==> src/rtl/instr_fetch.sv <==
// Instruction prefetch: fetches words from a combinational RAM into a small {pc, word} queue.
// Latency: a word fetched at one edge is presented at the queue head from the next cycle.
// Backpressure: instr_ready low lets the queue fill, then fetching stalls until a slot frees.
module instr_fetch #(
   parameter int unsigned RESET_PC  = 0,
   parameter int unsigned MEM_BYTES = 800,
   parameter int unsigned DEPTH     = 2
) (
   input  logic        clk,
   input  logic        reset,
   output logic [31:0] mem_address,
   input  logic [31:0] mem_read_data,
   input  logic        branch_valid,
   input  logic [31:0] branch_target,
   output logic        instr_valid,
   output logic [31:0] instr,
   output logic [31:0] instr_pc,
   input  logic        instr_ready,
   output logic        fault
);

   localparam int          CW      = $clog2(DEPTH + 1);
   localparam int          IW      = $clog2(DEPTH);
   localparam logic [31:0] LAST_PC = 32'(MEM_BYTES - 4);
   localparam logic [CW-1:0] FULL  = CW'(DEPTH);

   typedef enum logic {RUN, FAULT} state_t;

   state_t        state, state_nxt;
   logic [31:0]   fetch_pc;
   logic [31:0]   q_pc   [DEPTH];
   logic [31:0]   q_word [DEPTH];
   logic [CW-1:0] count;
   logic          fetch_ok;
   logic          push;
   logic          pop;
   logic          flush;
   logic [IW-1:0] wr_idx;

   // Entry 0 is always the head, so outputs come straight from registers.
   assign mem_address = fetch_pc;
   assign fetch_ok    = (fetch_pc <= LAST_PC);
   assign instr_valid = (count != '0);
   assign instr       = q_word[0];
   assign instr_pc    = q_pc[0];
   assign fault       = (state == FAULT);

   // State register.
   always_ff @(posedge clk) begin
      if (reset) state <= RUN;
      else       state <= state_nxt;
   end

   // Next state and queue control; a branch beats any push or pop that cycle.
   always_comb begin
      state_nxt = state;
      push      = 1'b0;
      pop       = 1'b0;
      flush     = 1'b0;
      if (branch_valid) begin
         flush     = 1'b1;
         state_nxt = RUN;
      end else begin
         pop = instr_valid && instr_ready;
         if (state == RUN) begin
            if (fetch_ok) push = (count < FULL) || pop;
            else          state_nxt = FAULT;
         end
      end
   end

   // With a simultaneous pop the entries shift down first, so the new word lands one slot lower.
   always_comb begin
      wr_idx = IW'(pop ? count - 1'b1 : count);
   end

   // Fetch pointer, shifting queue and occupancy count.
   always_ff @(posedge clk) begin
      if (reset) begin
         fetch_pc <= 32'(RESET_PC);
         count    <= '0;
         for (int i = 0; i < DEPTH; i++) begin
            q_pc[i]   <= '0;
            q_word[i] <= '0;
         end
      end else if (flush) begin
         fetch_pc <= {branch_target[31:2], 2'b00};
         count    <= '0;
      end else begin
         if (pop) begin
            for (int i = 0; i < DEPTH - 1; i++) begin
               q_pc[i]   <= q_pc[i+1];
               q_word[i] <= q_word[i+1];
            end
         end
         if (push) begin
            q_pc[wr_idx]   <= fetch_pc;
            q_word[wr_idx] <= mem_read_data;
            fetch_pc       <= fetch_pc + 32'd4;
         end
         if (push && !pop)      count <= count + 1'b1;
         else if (pop && !push) count <= count - 1'b1;
      end
   end

endmodule
==> config.mk <==
export PLATFORM = sky130hd
export DESIGN_NAME = instr_fetch
export DESIGN_NICKNAME = d
export VERILOG_FILES = /design/src/rtl/instr_fetch.sv
export SDC_FILE = /design/constraint.sdc
export NUM_CORES = 1
export LEC_CHECK = 0
export CORE_MARGIN = 3
export CORE_UTILIZATION = 50
export DETAILED_ROUTE_END_ITERATION = 8
export GPL_ROUTABILITY_DRIVEN = 1
export PLACE_DENSITY = 0.81
export SETUP_SLACK_MARGIN = 0.05
export SYNTH_ARGS = -nofsm -noshare
export SYNTH_HDL_FRONTEND = slang
export SYNTH_SLANG_ARGS = --single-unit
==> constraint.sdc <==
create_clock -name clk -period 9.4 [get_ports clk]
set_clock_uncertainty 0.2 [all_clocks]
set_input_delay 1.88 -clock clk [delete_from_list [all_inputs] [get_ports clk]]
set_output_delay 1.88 -clock clk [all_outputs]
set_load 0.01 [all_outputs]
==> results of run 1 <==
## area by class of cell
cell class	count	area [µm²]	share of cell area, %
flip-flops and latches	157	4380	48.8
multi-input cells	291	1960	21.9
repair buffers	165	1630	18.2
clock buffers	17	425	4.73
well taps	172	215	2.40
clock inverters	15	188	2.09
inverters	47	176	1.96
## power by group through the flow
stage	registers [W]	logic (W)	clock network, W
3_3_place_gp	0.000806	0.000128	0
2_1_floorplan	0.000815	0.0000461	0
4_1_cts	0.000793	0.000132	0.000714
6_report	0.000793	0.000131	0.000702
3_5_place_dp	0.000808	0.000131	0
5_1_grt	0.000796	0.000142	0.000743
## layout by cell type, fill, tap and decap left out, types with 3 or more instances in the layout
cell and n:
edfxtp_1 124, clkinv_4 3, nand4_1 5, clkinvlp_4 3
nor2_1 36, ha_1 3, nor3_1 4, nand2_1 43
and2_1 17, buf_4 6, conb_1 26, nor4_1 7
mux2i_1 62, and3_1 24, bufinv_16 3, a21oi_1 5
dfxtp_1 33, nand3_1 3, and2_2 23, a311oi_1 4
clkbuf_16 17, clkdlybuf4s50_1 158, inv_1 46
## metal layers
layer / share of wire (%) / GRT usage (%) / up-vias
met4: 1.7 / 7.79 / 0
met1: 40 / 22.4 / 2056
met2: 48 / 30.3 / 200
met5: 0 / 0 / -
met3: 10 / 7.48 / 18
li1: - / - / 2097
## Yosys cell counts, types with 2 or more instances
cell type  number
nor2_1         36
dfxtp_1        33
and2_2         23
buf_4           6
a2111oi_2       2
nand4_1         5
a41oi_1         2
clkbuf_1       12
xor2_1          2
and3_1         24
buf_2           8
mux2i_1        62
a21oi_1         5
nand2_1        44
or2_2           2
nor3_1          5
inv_1          46
and2_1         17
a311oi_1        4
ha_1            3
and4_1          2
clkbuf_2        4
edfxtp_1      124
a21boi_0        2
nor4_1          7
nand3_1         3
## kinds of logic after synthesis
family | share of synthesized area, %
flip-flops | 66.5
other | 0.0569
AO/OA/AOI/OAI | 3.13
XOR/XNOR | 0.513
multiplexers | 9.42
adder cells (fa/ha/maj) | 0.570
AND/OR/NAND/NOR | 14.6
buffers and inverters | 5.18
## worst max-delay path: cells and delay by family
| family | cells | cell delay [ns] |
|---|---|---|
| buffers and inverters | 4 | 1.61 |
| and+or+nand+nor | 3 | 0.81 |
| AOI/OAI and AO/OA | 1 | 0.40 |
## stage by stage
stage               util [%]  instances  power [W]  hold slack, ns
floorplan                  -        527   0.000861           0.320
global placement        65.5        832   0.000934           0.296
detailed placement      65.5        832   0.000938           0.319
CTS                     70.3        864    0.00164           0.337
global route            70.3        864    0.00168           0.357
finish                  70.3        864    0.00163           0.333
## flip-flops by register name, indices dropped and copies added, names as in the netlist
| name | count |
|---|---|
| count | 2 |
| q_word | 64 |
| q_pc | 60 |
| fault | 1 |
| mem_address | 30 |
## final timing paths
kind | startpoint | end | slack [ns] | cells past startpoint
max | reset | q_word[1][18] | 4.53 | 8
min | mem_address[22] | mem_address[22] | 0.33 | 2
max reg2reg | count[1] | q_word[1][18] | 5.83 | 8
min reg2reg | mem_address[22] | mem_address[22] | 0.33 | 2
==> qor.json, run 1 <==
{
  "power_density_nw_per_um2": 181,
  "totalWireLength_um": 13300,
  "grt_antenna_before_repair": 0,
  "finalSetupTns_ns": 0,
  "holdCritPathClass": "reg -> reg",
  "startpoint_type": "input pin",
  "switching_share_pct": 21.9,
  "cts.path.max_buffers": 2,
  "maximum_level_of_the_cts_h_tree": 4,
  "final-setup-viol-count": 0,
  "yosysSeqAreaShare_pct": 66.5,
  "netlist.area_leader.share_pct": 56.5,
  "drv.max_cap_violation_count": 0,
  "drt_pre_antenna_iters": 5,
  "placement_rows": 41,
  "cts_tree": "built",
  "timing.final.ws_setup_ns": 4.53,
  "highest_ir_drop_seen_on_vdd_v": 0.000118,
  "yosys.cell_types.count": 45,
  "place_ws_ns": 4.07,
  "total_die_area_um2": 14600,
  "grt.total_usage_pct": 18.8,
  "fillerInstances": 855,
  "globalRoute.totalOverflow": 0,
  "synth_warn": 0,
  "synth_cells": 502,
  "grt_start_max_net_pins": 64,
  "worstPathMaxFanout": 49,
  "fmaxAchievable_ghz": 0.205,
  "floorplan.die.width_um": 121,
  "timing.critical_path.arrival_ns": 4.73,
  "hpwlAfterDp_um": 8650,
  "tightest_slew_ns": 1.03,
  "clock_power_share_pct": 43.2,
  "fin_area_um2": 8980,
  "comb_power_share_pct": 8.1,
  "portBuffers": 159,
  "cellInternalPower_w": 0.00127,
  "cts_made_buffers": 17,
  "root_buffer": "clkbuf_16",
  "hold_buffers": 0,
  "share_seq_of_total_power_pct": 48.8,
  "report.final.slew_viol_count": 0,
  "numClockSinks": 157,
  "avgSynthCellArea_um2": 13.1,
  "critical_path.endpoint_type": "register",
  "io-pin-count": 166,
  "place_area_um2": 8370,
  "core_region_area_um2": 12800,
  "syn_area_um2": 6590,
  "synth.largest_area_cell": "edfxtp_1",
  "via_density": 5.06,
  "worstSetupPathType": "in -> reg",
  "detail_route.drc_violations": 0,
  "start_util_pct": 51.6,
  "clock_pin_transition_on_the_worst_setup_and_hold_timing_paths_ns": 0.06,
  "p_switching_w": 0.000356,
  "critPathSlowestCell": "buf_4",
  "drive_gt1_share_pct": 10.7,
  "critPathMaxStageDelay_ns": 0.59,
  "hold_viol_final": 0,
  "worst_path_most_repeated_cell": "buf_4",
  "final.min_clock_period_ns": 4.87,
  "leakage_nw": 3.82,
  "first_global_vias": 4347,
  "worst_skew_late_latency_ns": 0.43,
  "run_status": "completed",
  "rsz0062_at_grt": "no",
  "synth_ff_type": "edfxtp_1",
  "routed_wire_length_per_instance_um": 15.4,
  "route.vias.total": 4371,
  "timing.critical_path.required_ns": 9.26,
  "top_area_cells_in_the_synthesized_netlist": "edfxtp_1, dfxtp_1, mux2i_1, and2_2, inv_1",
  "antenna_cells": 0,
  "route.antenna.remaining_nets": 0,
  "areaGrowthSynthToFinish_pct": 36.4,
  "synth_async_sr_flop_share_pct": 0,
  "detailedRoute.firstIterationViolations": 304,
  "synth-edff-count": 124,
  "finalNetCount": 750,
  "die_y_um": 121,
  "timing.slew.headroom_pct": 31.5,
  "path_cells": "clkdlybuf4s50_1 > buf_4 > nor2_1 > a21boi_0 > nor4b_4 > buf_4 > or2_2 > buf_4",
  "finalCritPeriodShare_pct": 51.8,
  "number_of_instances_resized_during_post_cts_repair": 0,
  "global_route_wire_length_before_repair_um": 21200,
  "post-cts-setup-buffers": 0,
  "post_synthesis_register_bit_count": 157,
  "finalWeightedCongestion": 0.802
}
Note: power is estimated with default switching activity, not from simulation.
==> run 2: changes to the inputs <==
--- a/config.mk
+++ b/config.mk
@@ -6,10 +6,10 @@
 export NUM_CORES = 1
 export LEC_CHECK = 0
 export CORE_MARGIN = 3
-export CORE_UTILIZATION = 50
+export CORE_UTILIZATION = 49
 export DETAILED_ROUTE_END_ITERATION = 8
 export GPL_ROUTABILITY_DRIVEN = 1
-export PLACE_DENSITY = 0.81
+export PLACE_DENSITY = 0.8
 export SETUP_SLACK_MARGIN = 0.05
 export SYNTH_ARGS = -nofsm -noshare
 export SYNTH_HDL_FRONTEND = slang
==> constraint.sdc (replaced) <==
create_clock -name clk -period 4.9 [get_ports clk]
set_clock_uncertainty 0.2 [all_clocks]
set_input_delay 0.98 -clock clk [delete_from_list [all_inputs] [get_ports clk]]
set_output_delay 0.98 -clock clk [all_outputs]
set_load 0.01 [all_outputs]
==> qor.json, run 2 (synthesized netlist as in run 1, its figures left out) <==
{
  "total_die_area_um2": 14900,
  "critPathCapture": "q_pc[1][12]",
  "largest_register_ff_count": 64,
  "timing.slew.headroom_pct": 34.5,
  "tightest_slew_ns": 0.982,
  "core_region_area_um2": 12900,
  "grt_start_max_net_pins": 63,
  "post-layout-total-power_w": 0.00306,
  "run_status": "completed",
  "rrSetupSlack_ns": 1.76,
  "worst_reg_to_reg_path_cell_count": 7,
  "post-cts-setup-buffers": 0,
  "rsz0062_at_grt": "no",
  "largest_register": "q_word",
  "highest_ir_drop_seen_on_vdd_v": 0.000156,
  "finalSetupTns_ns": 0,
  "grt_antenna_before_repair": 0,
  "critical_path.endpoint_type": "register",
  "layout_commonest_cell": "clkdlybuf4s50_1",
  "worstPathMaxFanout": 62,
  "die_y_um": 122,
  "worst_r2r_startpoint": "count[1]",
  "final-setup-viol-count": 0,
  "via_density": 5.03,
  "number_of_instances_resized_during_post_cts_repair": 0,
  "route.antenna.remaining_nets": 0,
  "power_density_nw_per_um2": 342,
  "startpoint_type": "input pin",
  "regToRegEndpoint": "q_pc[1][12]",
  "root_buffer": "clkbuf_16",
  "areaGrowthSynthToFinish_pct": 35.9,
  "numClockSinks": 157,
  "layout_common_cells": "clkdlybuf4s50_1, edfxtp_1, mux2i_1",
  "route.vias.total": 4342,
  "cts_tree": "built",
  "totalWireLength_um": 13300,
  "cts_made_buffers": 17,
  "hpwlAfterDp_um": 8620,
  "grt.total_usage_pct": 18.9,
  "cts.path.max_buffers": 2,
  "place_ws_ns": 1.06,
  "timing.critical_path.required_ns": 4.74,
  "report.final.slew_viol_count": 0,
  "hold_buffers": 0,
  "clock_pin_transition_on_the_worst_setup_and_hold_timing_paths_ns": 0.06,
  "finalCritPeriodShare_pct": 68.7,
  "io-pin-count": 166,
  "worstSetupPathType": "in -> reg",
  "timing.critical_path.from": "branch_valid",
  "detail_route.drc_violations": 0,
  "drive_gt1_share_pct": 10.1,
  "holdCritPathClass": "reg -> reg",
  "drv.max_cap_violation_count": 0,
  "antenna_cells": 0,
  "fmaxAchievable_ghz": 0.297,
  "leakage_nw": 3.81,
  "global_route_wire_length_before_repair_um": 21800,
  "worst_skew_late_latency_ns": 0.42,
  "drt_pre_antenna_iters": 5,
  "timing.critical_path.arrival_ns": 3.21,
  "placement_rows": 41,
  "detailedRoute.firstIterationViolations": 276,
  "finalNetCount": 750,
  "fillerInstances": 881,
  "start_util_pct": 51.2,
  "portBuffers": 159,
  "hold_viol_final": 0,
  "first_global_vias": 4364,
  "globalRoute.totalOverflow": 0,
  "final.min_clock_period_ns": 3.37,
  "routed_wire_length_per_instance_um": 15.4,
  "floorplan.die.width_um": 122,
  "maximum_level_of_the_cts_h_tree": 4,
  "timing.final.ws_setup_ns": 1.53,
  "finalWeightedCongestion": 0.834
}
-- run 2: changes by cell type in the layout (fill, tap and decap cells not counted) --
cell and change:
clkbuf_1 +3, clkinv_4 -2, inv_8 -2, clkinv_2 +1, inv_6 -1
-- run 2: per-layer routing --
layer / wire length, µm / vias up / track usage (%)
met5: 0 / - / 0
met4: 157 / 0 / 6.58
met3: 1100 / 12 / 6.92
met2: 6570 / 173 / 31.1
met1: 5440 / 2064 / 23.2
li1: - / 2093 / -
-- run 2: where the power goes --
group | switching (W) | total (W) | internal [W]
sequential | 0.0000280 | 0.00152 | 0.00149
combinational | 0.000117 | 0.000250 | 0.000134
clock | 0.000495 | 0.00129 | 0.000796
total | 0.000639 | 0.00306 | 0.00242
-- run 2: final cells by class --
cell class | count | area (µm²) | area share [%]
well taps | 172 | 215 | 2.40
clock inverters | 11 | 144 | 1.61
repair buffers | 165 | 1630 | 18.2
multi-input cells | 291 | 1960 | 21.9
flip-flops and latches | 157 | 4380 | 49.0
inverters | 47 | 176 | 1.97
clock buffers | 20 | 437 | 4.88
-- run 2: worst min path at each step --
stage	from	to	slack, ns	depth (start not counted)
detailed placement	mem_address[25]	mem_address[25]	0.32	2
floorplan	q_pc[1][10]	q_pc[0][10]	0.32	1
global placement	mem_address[11]	mem_address[11]	0.30	2
finish	mem_address[31]	mem_address[31]	0.33	2
CTS	mem_address[11]	mem_address[11]	0.33	2
global route	q_pc[1][28]	q_pc[0][28]	0.35	1
-- run 2: worst max-delay path, cell delays in order --
cell,delay [ns]
buf_2,0.41
nor2_1,0.27
a21boi_0,0.44
nor4b_4,0.30
or2_2,0.15
buf_4,0.61
-- run 2: per-stage QoR --
stage / instances / util [%] / hold slack [ns] / cell area, µm²
3_3_place_gp: 832 / 65.0 / 0.303 / 8370
4_1_cts: 863 / 69.5 / 0.330 / 8950
5_1_grt: 863 / 69.5 / 0.352 / 8950
3_5_place_dp: 832 / 65.0 / 0.318 / 8370
2_1_floorplan: 527 / - / 0.320 / 6680
6_report: 863 / 69.5 / 0.331 / 8950
